### config.mk
export PLATFORM = sky130hd
export DESIGN_NAME = writeback_module
export DESIGN_NICKNAME = d
export VERILOG_FILES = /design/src/rtl/pipe_pkg.sv /design/src/rtl/writeback_module_beat_assembler.sv /design/src/rtl/writeback_module.sv
export SDC_FILE = /design/constraint.sdc
export NUM_CORES = 1
export LEC_CHECK = 0
export ABC_AREA = 1
export ABC_CLOCK_PERIOD_IN_PS = 3800
export CORE_ASPECT_RATIO = 0.8
export CORE_MARGIN = 2
export CORE_UTILIZATION = 45
export CTS_CLUSTER_DIAMETER = 200
export CTS_CLUSTER_SIZE = 25
export DETAILED_ROUTE_END_ITERATION = 12
export PLACE_DENSITY = 0.78
export SYNTH_ARGS = -nofsm -noshare
export SYNTH_HDL_FRONTEND = slang
export SYNTH_SLANG_ARGS = --single-unit
export TNS_END_PERCENT = 50
### constraint.sdc
create_clock -name clk -period 3.8 [get_ports clk]
set_input_delay 0.95 -clock clk [delete_from_list [all_inputs] [get_ports clk]]
set_output_delay 0.95 -clock clk [all_outputs]
set_load 0.03 [all_outputs]
### src/rtl/pipe_pkg.sv
// Shared widths, write-bundle layout and FSM encoding for the writeback stage.
// The write bundle is what decode sees as ResRV2 / R_V_dest3 / VF3 / Wreg3.
// CW sizes the beat counter so it can index every lane of a vector register.
package pipe_pkg;

    localparam int LANES  = 4;
    localparam int LANE_W = 32;
    localparam int AW     = 4;
    localparam int DW     = LANES * LANE_W;
    localparam int CW     = (LANES > 1) ? $clog2(LANES) : 1;

    typedef struct packed {
        logic [DW-1:0] data;
        logic [AW-1:0] dest;
        logic          vf;
        logic          wreg;
    } wb_bundle_t;

    typedef enum logic {
        IDLE    = 1'b0,
        COLLECT = 1'b1
    } wb_state_t;

endpackage

### src/rtl/writeback_module_beat_assembler.sv
// Assembles 32-bit memory beats into a register-wide value, lane 0 first.
// Latency: done and asm_data are combinational on the beat that completes the load.
// Backpressure: none; beats are taken whenever beat_vld is high.
// Ports: start/start_vf arm a new load (vector needs LANES beats, scalar one);
//        beat_vld/beat_dat feed beats; asm_data is the buffer with the current
//        beat merged in; done flags the final beat.
module beat_assembler
    import pipe_pkg::*;
(
    input  logic              clk,
    input  logic              rst_n,
    input  logic              start,
    input  logic              start_vf,
    input  logic              beat_vld,
    input  logic [LANE_W-1:0] beat_dat,
    output logic [DW-1:0]     asm_data,
    output logic              done
);

    logic [DW-1:0] lane_q;
    logic [CW-1:0] cnt_q;
    logic [CW-1:0] last_q;

    // Merge the incoming beat into its lane so the completing beat can be
    // written back on the same edge it arrives.
    always_comb begin
        asm_data = lane_q;
        for (int l = 0; l < LANES; l++) begin
            if (CW'(l) == cnt_q) begin
                asm_data[l*LANE_W +: LANE_W] = beat_dat;
            end
        end
        done = beat_vld && (cnt_q == last_q);
    end

    // The buffer is zeroed on completion so a following scalar load comes
    // out zero-extended without extra masking.
    always_ff @(posedge clk or negedge rst_n) begin
        if (!rst_n) begin
            lane_q <= '0;
            cnt_q  <= '0;
            last_q <= '0;
        end else if (start) begin
            lane_q <= '0;
            cnt_q  <= '0;
            last_q <= start_vf ? CW'(LANES - 1) : '0;
        end else if (done) begin
            lane_q <= '0;
            cnt_q  <= '0;
        end else if (beat_vld) begin
            lane_q <= asm_data;
            cnt_q  <= cnt_q + CW'(1);
        end
    end

endmodule

### src/rtl/writeback_module.sv
// Final pipeline stage: registers ALU results and assembled loads into the regfile write bundle.
// Latency: ALU result 1 cycle; load writes on the edge that stores its last beat.
// Backpressure: stall is high for the whole load collection; valid_in is ignored meanwhile.
// Ports: valid_in/vf_in/wreg_in/rmem_in/dest_in/alu_res = incoming result bundle;
//        mem_rdata/mem_rvalid = load beats; wb_* = write bundle (wb_wreg is a
//        one-cycle strobe); stall/busy_dest/busy_vf = hazard info for the front end.
module writeback_module
    import pipe_pkg::*;
(
    input  logic              clk,
    input  logic              rst_n,
    input  logic              valid_in,
    input  logic              vf_in,
    input  logic              wreg_in,
    input  logic              rmem_in,
    input  logic [AW-1:0]     dest_in,
    input  logic [DW-1:0]     alu_res,
    input  logic [LANE_W-1:0] mem_rdata,
    input  logic              mem_rvalid,
    output logic [DW-1:0]     wb_data,
    output logic [AW-1:0]     wb_dest,
    output logic              wb_vf,
    output logic              wb_wreg,
    output logic              stall,
    output logic [AW-1:0]     busy_dest,
    output logic              busy_vf
);

    wb_state_t     state_q, state_d;
    wb_bundle_t    wb_q, wb_d;
    logic [AW-1:0] busy_dest_q, busy_dest_d;
    logic          busy_vf_q, busy_vf_d;
    logic          busy_wreg_q, busy_wreg_d;
    logic          load_acc;
    logic          beat_vld;
    logic          done;
    logic [DW-1:0] asm_data;

    // mem_rvalid only counts while a load is outstanding.
    assign beat_vld = (state_q == COLLECT) && mem_rvalid;

    beat_assembler u_asm (
        .clk      (clk),
        .rst_n    (rst_n),
        .start    (load_acc),
        .start_vf (vf_in),
        .beat_vld (beat_vld),
        .beat_dat (mem_rdata),
        .asm_data (asm_data),
        .done     (done)
    );

    always_comb begin
        state_d     = state_q;
        wb_d        = wb_q;
        wb_d.wreg   = 1'b0;          // strobe unless re-asserted below
        busy_dest_d = busy_dest_q;
        busy_vf_d   = busy_vf_q;
        busy_wreg_d = busy_wreg_q;
        load_acc    = 1'b0;
        case (state_q)
            IDLE: begin
                if (valid_in) begin
                    if (rmem_in) begin
                        load_acc    = 1'b1;
                        busy_dest_d = dest_in;
                        busy_vf_d   = vf_in;
                        busy_wreg_d = wreg_in;
                        state_d     = COLLECT;
                    end else begin
                        wb_d = '{data: alu_res, dest: dest_in, vf: vf_in, wreg: wreg_in};
                    end
                end
            end
            COLLECT: begin
                if (done) begin
                    wb_d = '{data: asm_data, dest: busy_dest_q, vf: busy_vf_q, wreg: busy_wreg_q};
                    busy_dest_d = '0;
                    busy_vf_d   = 1'b0;
                    busy_wreg_d = 1'b0;
                    state_d     = IDLE;
                end
            end
            default: state_d = IDLE;
        endcase
    end

    always_ff @(posedge clk or negedge rst_n) begin
        if (!rst_n) begin
            state_q     <= IDLE;
            wb_q        <= '0;
            busy_dest_q <= '0;
            busy_vf_q   <= 1'b0;
            busy_wreg_q <= 1'b0;
        end else begin
            state_q     <= state_d;
            wb_q        <= wb_d;
            busy_dest_q <= busy_dest_d;
            busy_vf_q   <= busy_vf_d;
            busy_wreg_q <= busy_wreg_d;
        end
    end

    assign wb_data   = wb_q.data;
    assign wb_dest   = wb_q.dest;
    assign wb_vf     = wb_q.vf;
    assign wb_wreg   = wb_q.wreg;
    assign stall     = (state_q == COLLECT);
    assign busy_dest = busy_dest_q;
    assign busy_vf   = busy_vf_q;

endmodule

# [Word-level counts from Yosys, hierarchy flattened]
# Cells that the tools add are included.
[word_totals] register_bits=273 latchBits=0 ramBits=0 romBits=0 input_bits=171 out_inout_bits=140 elab_cells=58 memories=0
[classes] add_sub_neg=1 mul=0 n_div=0 n_lt_le_gt_ge=0 eq_ne=8 shift=0 n_mux=31 n_bitwise=1 reduce_logical=6
[ops] operator="2-to-1 mux 134 bit" n=3
[ops] operator="2-to-1 mux 128 bit" n=3
[ops] operator="one-hot mux 134 bit (2 select lines)" n=1
[ops] operator="2-to-1 mux 32 bit" n=4
[ops] operator="2-to-1 mux 4 bit" n=3
[ops] operator="2-to-1 mux 1 bit" n=9
[ops] operator="2-to-1 mux 2 bit" n=4
[ops] operator="one-hot mux 4 bit (2 select lines)" n=1
[ops] operator="inequality test 2 bit, second input constant" n=3
[ops] operator="one-hot mux 1 bit (2 select lines)" n=3
[ops] operator="AND reduction 3 bit" n=2
[ops] operator="equality test 2 bit, first input constant" n=2
[ops] operator="nonzero test 3 bit" n=1
[ops] operator="adder 2 x 1 -> 2 bit, second input constant" n=1
[ops] operator="equality test 1 x 2 -> 1 bit, first input constant" n=1
[ops] operator="equality test 2 bit" n=1
[ops] operator="logical AND 1 bit" n=2
[ops] operator="logical NOT 2 bit" n=1
[ops] operator="inequality test 2 x 1 -> 1 bit, second input constant" n=1
[ops] operator="inverter 1 bit" n=1

# [Depth between registers and ports, before layout]
# Gate-level depths: netlist (run 1).
[logic_depth] word_depth=5 mapped_depth=10 ltp_nobuf=8

# [Hierarchy]
# Synthesis (run 1) repeated with hierarchy kept, for this count alone.
[hier_totals] hier_cells=2591 hier_area_um2=15967.8
[modules_own_cells] module="beat_assembler" instances=1 cells_per_inst=1415 area_each_um2=8264.2 seq_area_each_um2=3278.1
[modules_own_cells] module="writeback_module" instances=1 cells_per_inst=1176 area_each_um2=7703.6 seq_area_each_um2=3528.4

# [Worst setup path after synthesis (run 1)]
# OpenSTA, ideal clock, no wires.
[synth_timing] kind="input to register" from="input mem_rvalid" to="register u_asm.lane_q[116]" setup_time_ps=138 arrival_ps=1722 t_required_ps=3662 setup_slack_ps=1940 stages=5 n_path_buf=1 path_cell_list="nand2_2 > clkinv_2 > nand2_1 > clkbuf_1 > o22ai_1"
[synth_via] elab_chain_len=4 elab_cells_between_ends=5 classes_between="2 x mux; 3 x reduce/logical"
[synth_rtl] element="start, declared" line="writeback_module.sv:19" source="input logic mem_rvalid,"
[synth_rtl] element="logical AND 1 bit *" line="writeback_module.sv:40" source="assign beat_vld = (state_q == COLLECT) && mem_rvalid;"
[synth_rtl] element="logical AND 1 bit" line="writeback_module_beat_assembler.sv:33" source="done = beat_vld && (cnt_q == last_q);"
[synth_rtl] element="2-to-1 mux 128 bit" line="writeback_module_beat_assembler.sv:47" source="end else if (done) begin"
[synth_rtl] element="2-to-1 mux 128 bit" line="writeback_module_beat_assembler.sv:43" source="end else if (start) begin"
[synth_rtl] element="end signal, assigned" line="writeback_module_beat_assembler.sv:51" source="lane_q <= asm_data;"
[synth_rtl] element="end, declared" line="writeback_module_beat_assembler.sv:20" source="logic [DW-1:0] lane_q;"
# Every way passes the cells marked *; elsewhere a longest branch is shown, timed or not.
# A chain may end at the register's enable or synchronous reset.

# [Final worst setup path (run 1)]
[layout_timing] from="register state_q (netlist: stall)" to="output stall"
[layout_rtl] element="start, declared" line="writeback_module.sv:29" source="wb_state_t state_q, state_d;"
[layout_rtl] element="start signal, assigned" line="writeback_module.sv:96" source="state_q <= state_d;"
[layout_rtl] element="end, declared" line="writeback_module.sv:24" source="output logic stall,"
# No word-level cell between the ends.

==> flow_summary.yaml, run 1 <==
cts:
  post_cts_buffers: 0
  insertion_delay_ps: 500
  post_cts_resized: 0
  ctsHoldBuffers: 0
  cts_root_buffer: "clkbuf_16"
  cts.sinks: 272
  cts.htree.levels: 1
  path_clk_slew_ps: 100
  cts_made_buffers: 14
  cts_buffer_depth: 3
  cts_tree: "yes"
cells_and_area:
  fin_util_pct: 59.0
  nNetsFinal: 2065
  regArea_um2: 6810
  multi_input_comb_area_um2: 5060
  drive_gt1_share_pct: 2.86
  nFillCells: 2509
  synthToLayoutAreaGrowth_pct: 28.5
timing:
  fin_crit_ps: 2830
  max_clock_freq_ghz: 0.354
  worstMarginPinSlew_ps: 1180
  relSlewSlack_pct: 21.2
  setup_viol: 0
  finalHoldViolations: 0
  finClkSkew_ps: 23.9
  finalCritPeriodShare_pct: 74.4
  tns_ps: 0
  rsz0062_at_grt: "false"
  finalMaxSlewViolations: 0
drt:
  first_iter_violations: 1157
  vias: 12300
  drtAntennaViolNets: 0
  firstDrtPassIters: 6
  via_per_inst: 5.43
  drc: 0
  wl_um: 40800
  wl_per_cell_um: 18.0
global_route:
  grt_pass1_wl_um: 64300
  grt_max_degree: 116
  antenna_found_initial: 1
  grt_overflow: 0
  grt_pass1_vias: 11700
  grt_usage_pct: 26.5
critical_path:
  cp.required_ps: 2850
  r2r_start: "u_asm.cnt_q[1]$_DFFE_PN0P_"
  cp_top_family: "buffers and inverters"
  cpMaxStageDelayCell: "clkdlybuf4s50_1"
  arrival_ps: 1880
  crit_path_max_fanout: 7
  crit_chain: "clkdlybuf4s50_1"
  crit_start: "stall$_DFF_PN0_"
  critPathMaxStageDelay_ps: 790
  endpoint_kind: "output pin"
  path_buf_inv: 1
  startpoint_type: "register"
  worstSetupPathType: "register to output pin"
floorplanning:
  die_area_um2: 30300
  die_w_um: 194
  coreArea_um2: 28400
  start_util_pct: 45.9
  io_pins: 311
  rows: 55
  die_h_um: 156
run:
  cap_violations: 0
power_and_ir_drop:
  cellLeakagePower_nw: 7.77
  vdd_drop_max_v: 0.000463
  power_density_nw_per_um2: 776
worst_hold_path:
  worstHoldStart: "wb_data[68]$_DFFE_PN0P_"
  min_path_type: "register to register"
synthesis:
  mappedNetlistArea_um2: 13000
  yosysWarningCount: 0
  yosys_register_bits: 272
  post_synth.cell_area_avg_um2: 7.87
  ys_seq_area_share_pct: 52.3
  synth_fp_nets: 1829
  syn_inst: 1654
  yosysUniqueCellTypes: 23
placed_design:
  io_buffers: 310
  place_congestion: 0.841
  place_hpwl_um: 27900
outcome:
  status: "finished clean"
## sequential cells by signal, summed over array words and instances (netlist names), 2 cells and up
signal,flops
wb_data,128
busy_dest,4
u_asm.lane_q,128
u_asm.cnt_q,2
wb_dest,4
## routing by layer
metal	vias to the layer above	share of wire, %	track usage, %
met5	-	0	0
met4	0	2.9	7.54
met2	561	45	41.1
met3	70	8.3	4.17
met1	5840	44	38.6
li1	5804	-	-
## synthesized netlist by cell type (all sizes together)
library cell | number | share of area [%]
o211ai | 47 | 2.7
nand3 | 229 | 8.9
dfrtp | 272 | 52
buf | 78 | 2.9
nand2 | 444 | 13
o22ai | 49 | 2.4
o21a | 19 | 1.1
nor2 | 134 | 3.9
clkinv | 5 | 0.15
nand4 | 1 | 0.048
ha | 4 | 0.38
inv | 175 | 5.0
clkbuf | 33 | 0.95
o21ai | 164 | 6.3
## through the flow
| step | total power (W) | std cells | cell area (um2) | setup slack (ps) | hold slack, ps |
|---|---|---|---|---|---|
| final | 0.0130 | 2261 | 16700 | 972 | 485 |
| after global routing | 0.0138 | 2261 | 16700 | 890 | 507 |
| after CTS | 0.0130 | 2260 | 16700 | 984 | 489 |
| after detailed placement | 0.0114 | 2244 | 16300 | 587 | 460 |
| after global placement | 0.0112 | 2244 | 16300 | 729 | 462 |
| after floorplan | 0.00878 | 1654 | 13000 | 1940 | 442 |
## cells by family (layout without fill, tap and decap cells)
group | count (synthesis) | after routing | share of synthesized area (%)
other | 0 | 1 | 0
AND/OR/NAND/NOR | 808 | 808 | 25.8
AO/OA/AOI/OAI | 279 | 279 | 12.5
flip-flops | 272 | 272 | 52.3
adder cells (fa/ha/maj) | 4 | 4 | 0.384
buffers and inverters | 291 | 527 | 9.07
## power breakdown
| group | switching, W | internal [W] |
|---|---|---|
| clock | 0.000943 | 0.000713 |
| sequential | 0.000569 | 0.00401 |
| combinational | 0.00441 | 0.00232 |
| total | 0.00592 | 0.00705 |
## cell type report
class                      count  area share, %
clock inverter                 1         0.0299
inverter                     180           4.06
timing repair buffer         331           20.0
sequential                   272           40.7
antenna                        1         0.0150
tap                          370           2.77
multi-input combinational   1091           30.2
clock buffer                  15           2.24
## cells in the final DEF (no fill, tap or decap), types with 2 or more instances in the layout
cell type,count
clkdlybuf4s50_1,309
o21ai_0,163
o22ai_1,49
ha_2,3
nand2_1,440
clkinv_1,4
nand2_4,3
dfrtp_1,272
o21a_1,19
nand3_1,227
buf_12,6
inv_2,3
nor2_1,133
buf_4,15
inv_1,171
clkbuf_16,15
clkinv_2,2
o211ai_1,47
## worst paths after layout
check	end	slack [ps]	cells past startpoint
setup / recovery	stall	970	1
hold / removal	wb_data[68]$_DFFE_PN0P_	490	2
setup reg to reg	wb_data[54]$_DFFE_PN0P_	1190	6
hold reg to reg	wb_data[68]$_DFFE_PN0P_	490	2
max in group asynchronous	u_asm.lane_q[52]$_DFFE_PN0P_	2310	2
min in group asynchronous	u_asm.lane_q[102]$_DFFE_PN0P_	560	1
(Power assumes the default switching activity.)
==> inputs of run 2 (changes only) <==
--- a/config.mk
+++ b/config.mk
@@ -6,7 +6,7 @@
 export NUM_CORES = 1
 export LEC_CHECK = 0
 export ABC_AREA = 1
-export ABC_CLOCK_PERIOD_IN_PS = 3800
+export ABC_CLOCK_PERIOD_IN_PS = 2700
 export CORE_ASPECT_RATIO = 0.8
 export CORE_MARGIN = 2
 export CORE_UTILIZATION = 45
==> constraint.sdc (replaced) <==
create_clock -name clk -period 2.7 [get_ports clk]
set_input_delay 0.675 -clock clk [delete_from_list [all_inputs] [get_ports clk]]
set_output_delay 0.675 -clock clk [all_outputs]
set_load 0.03 [all_outputs]
==> flow_summary.yaml, run 2 (synthesis results as in run 1) <==
cts:
  post_cts_resized: 0
  cts.htree.levels: 1
  ctsHoldBuffers: 0
  cts_root_buffer: "clkbuf_16"
  cts_made_buffers: 14
  insertion_delay_ps: 490
  post_cts_buffers: 0
  cts_tree: "yes"
  cts_buffer_depth: 3
  path_clk_slew_ps: 100
  cts.sinks: 272
critical_path:
  crit_chain: "clkdlybuf4s50_1"
  r2r_start: "u_asm.cnt_q[0]$_DFFE_PN0P_"
  timing.rr.end: "wb_data[95]$_DFFE_PN0P_"
  critPathMaxStageDelay_ps: 770
  endpoint_kind: "output pin"
  arrival_ps: 1830
  path_buf_inv: 1
  cpMaxStageDelayCell: "clkdlybuf4s50_1"
  cp.required_ps: 2030
  cp_top_family: "buffers and inverters"
  startpoint_type: "register"
  crit_path_max_fanout: 7
  rrSetupSlack_ps: 450
  worst-r2r-cell-count: 8
  worstSetupPathType: "register to output pin"
floorplanning:
  die_area_um2: 30300
  die_h_um: 156
  die_w_um: 194
  rows: 55
  start_util_pct: 45.9
  io_pins: 311
  coreArea_um2: 28400
global_route:
  grt_overflow: 0
  grt_pass1_wl_um: 66000
  grt_usage_pct: 27.2
  met1_usage_pct: 39.3
  grt_max_degree: 116
  met3_usage_pct: 4.91
  met2_usage_pct: 42.0
  antenna_found_initial: 1
  grt-busiest-layer: "met2"
  grt_pass1_vias: 11900
cells_and_area:
  final_common_cell: "nand2_1"
  drive_gt1_share_pct: 3.47
  layout_common_cells: "nand2_1 (440), clkdlybuf4s50_1 (309), dfrtp_1 (272), nand3_1 (227), inv_1 (171)"
  stdcell_count: 2273
  nNetsFinal: 2077
  fin_util_pct: 59.6
  synthToLayoutAreaGrowth_pct: 29.8
placed_design:
  place_hpwl_um: 28600
  place_congestion: 0.862
  io_buffers: 310
  placed_cells: 2256
timing:
  finalMaxSlewViolations: 0
  finalHoldViolations: 0
  tns_ps: 0
  max_clock_freq_ghz: 0.399
  finalCritPeriodShare_pct: 92.8
  relSlewSlack_pct: 52.5
  setup_viol: 0
  worstMarginPinSlew_ps: 713
  rsz0062_at_grt: "false"
  hold_ws_ps: 95.3
  finClkSkew_ps: 8.51
  fin_crit_ps: 2500
drt:
  wl_um: 41800
  wl_per_cell_um: 18.4
  drtAntennaViolNets: 0
  firstDrtPassIters: 5
  via_per_inst: 5.44
  drc: 0
  vias: 12400
  first_iter_violations: 1217
outcome:
  status: "finished clean"
power_and_ir_drop:
  cellLeakagePower_nw: 7.85
  vdd_drop_max_v: 0.000602
  power_density_nw_per_um2: 1090
worst_hold_path:
  min_path_type: "input port to asynchronous set/reset pin"
run:
  cap_violations: 0
==> run 2: changes by cell type in the layout (fill, tap and decap cells not counted) <==
cell,change
buf_12,+6
buf_4,+6
==> run 2: routing by layer <==
| layer | wire (um) | vias to the layer above |
|---|---|---|
| met4 | 1110 | 2 |
| li1 | - | 5818 |
| met1 | 18800 | 5956 |
| met5 | 11 | - |
| met2 | 18900 | 517 |
| met3 | 3050 | 75 |
==> run 2: layout make-up <==
class                           count  area, um2
Fill cell                        2504      11500
Clock buffer                       15        375
Sequential cell                   272       6810
Antenna cell                        1       2.50
Timing Repair Buffer              343       3510
Clock inverter                      1       5.00
Multi-Input combinational cell   1091       5060
Inverter                          180        679
Tap cell                          370        463
==> run 2: through the flow <==
step | cell area, um2 | setup WS [ps] | power [W]
final | 16900 | 196 | 0.0185
after global routing | 16900 | 170 | 0.0197
after CTS | 16900 | 213 | 0.0185
after detailed placement | 16500 | 108 | 0.0162
after global placement | 16500 | 164 | 0.0159
after floorplan | 13000 | 991 | 0.0124
==> run 2: power breakdown <==
part / total [W] / leakage [nW] / switching, W / internal, W
Combinational: 0.00970 / 4.08 / 0.00630 / 0.00340
Sequential: 0.00645 / 3.59 / 0.000802 / 0.00565
Clock: 0.00233 / 0.189 / 0.00133 / 0.00100
==> run 2: worst max-delay path by stage <==
stage	from	end	slack, ps	cells after the start
6_report	stall$_DFF_PN0_	stall	200	1
5_1_grt	stall$_DFF_PN0_	stall	170	1
4_1_cts	stall$_DFF_PN0_	stall	210	1
3_5_place_dp	mem_rvalid	busy_dest[3]$_DFFE_PN0P_	110	9
3_3_place_gp	mem_rvalid	busy_dest[3]$_DFFE_PN0P_	160	9
2_1_floorplan	u_asm.cnt_q[0]$_DFFE_PN0P_	wb_data[10]$_DFFE_PN0P_	990	9
==> inputs of run 3 (changes only) <==
==> constraint.sdc (replaced) <==
create_clock -name clk -period 2.7 [get_ports clk]
set_input_delay 0.54 -clock clk [delete_from_list [all_inputs] [get_ports clk]]
set_output_delay 0.54 -clock clk [all_outputs]
set_load 0.03 [all_outputs]
==> flow_summary.yaml, run 3 (synthesis results as in run 1) <==
outcome:
  status: "finished clean"
timing:
  max_clock_freq_ghz: 0.413
  finalCritPeriodShare_pct: 89.8
  setup_slack_ps: 276
  finalMaxSlewViolations: 0
  worstMarginPinSlew_ps: 836
  finClkSkew_ps: 18.0
  finalHoldViolations: 0
  fin_crit_ps: 2420
  rsz0062_at_grt: "false"
  tns_ps: 0
  setup_viol: 0
  relSlewSlack_pct: 44.2
critical_path:
  crit_path_max_fanout: 7
  cp_top_family: "buffers and inverters"
  cp.required_ps: 2160
  endpoint_kind: "output pin"
  critPathMaxStageDelay_ps: 770
  worstSetupPathType: "register to output pin"
  startpoint_type: "register"
  rrSetupSlack_ps: 490
  arrival_ps: 1880
  timing.rr.end: "wb_data[95]$_DFFE_PN0P_"
  cp_num_cells: 1
  r2r_start: "u_asm.cnt_q[0]$_DFFE_PN0P_"
  cpMaxStageDelayCell: "clkdlybuf4s50_1"
  crit_chain: "clkdlybuf4s50_1"
  worst-r2r-cell-count: 8
  path_buf_inv: 1
drt:
  first_iter_violations: 1244
  vias: 12300
  wl_um: 41100
  firstDrtPassIters: 6
  via_per_inst: 5.44
  wl_per_cell_um: 18.1
  drtAntennaViolNets: 0
  drc: 0
placed_design:
  placed_cells: 2253
  place_congestion: 0.831
  place_hpwl_um: 28300
  io_buffers: 310
  dp_slack_ps: 194
global_route:
  grt_pass1_wl_um: 65400
  grt_pass1_vias: 12000
  grt_usage_pct: 26.8
  antenna_found_initial: 0
  grt_max_degree: 116
  grt_overflow: 0
floorplanning:
  rows: 55
  die_area_um2: 30300
  die_w_um: 194
  coreArea_um2: 28400
  die_h_um: 156
  start_util_pct: 45.9
  io_pins: 311
run:
  cap_violations: 0
cells_and_area:
  stdcell_count: 2270
  nFillCells: 2499
  synthToLayoutAreaGrowth_pct: 29.5
  layout_common_cells: "nand2_1 (440), clkdlybuf4s50_1 (309), dfrtp_1 (272), nand3_1 (227), inv_1 (171)"
  nNetsFinal: 2074
  drive_gt1_share_pct: 3.32
  final_common_cell: "nand2_1"
cts:
  cts.sinks: 272
  ctsHoldBuffers: 0
  cts_root_buffer: "clkbuf_16"
  cts_tree: "yes"
  cts_made_buffers: 14
  cts.htree.levels: 1
  post_cts_buffers: 0
  path_clk_slew_ps: 100
  insertion_delay_ps: 490
  cts_buffer_depth: 3
  post_cts_resized: 0
power_and_ir_drop:
  vdd_drop_max_v: 0.000576
  power_density_nw_per_um2: 1090
  cellLeakagePower_nw: 7.83
worst_hold_path:
  min_path_type: "input port to asynchronous set/reset pin"
[run 3: report_power, final]
group / total [W] / switching [W] / internal [W]
clock: 0.00230 / 0.00129 / 0.00100
combinational: 0.00960 / 0.00626 / 0.00334
sequential: 0.00644 / 0.000793 / 0.00565
[run 3: stage by stage]
step                      cell area [um2]  util [%]  power (W)  hold slack [ps]
after floorplan                     13000         -     0.0124              244
after global placement              16500      58.1     0.0158              458
after detailed placement            16500      58.1     0.0161              462
after CTS                           16900      59.5     0.0184             37.4
after global routing                16900      59.5     0.0195             46.9
final                               16900      59.5     0.0183             20.3
[run 3: layout make-up]
cell class	count	area (um2)	share of cell area, %
clock buffer	15	375	2.23
multi-input combinational	1091	5060	30.0
inverter	180	679	4.03
clock inverter	1	5.00	0.0297
antenna	1	2.50	0.0148
timing repair buffer	340	3470	20.6
sequential	272	6810	40.4
tap	370	463	2.75
[run 3: how the worst max path moves through the flow]
stage | start | endpoint | slack (ps)
floorplan | u_asm.cnt_q[0]$_DFFE_PN0P_ | wb_data[10]$_DFFE_PN0P_ | 990
global placement | mem_rvalid | u_asm.lane_q[116]$_DFFE_PN0P_ | 270
detailed placement | mem_rvalid | u_asm.lane_q[46]$_DFFE_PN0P_ | 190
CTS | stall$_DFF_PN0_ | stall | 280
global route | stall$_DFF_PN0_ | stall | 260
finish | stall$_DFF_PN0_ | stall | 280
[run 3: layer usage]
| metal | track usage (%) | vias up | part of all wire [%] |
|---|---|---|---|
| met5 | 0 | - | 0 |
| met1 | 38.0 | 5935 | 44 |
| met2 | 42.4 | 519 | 45 |
| li1 | - | 5812 | - |
| met4 | 7.43 | 0 | 3.0 |
| met3 | 4.84 | 72 | 7.8 |
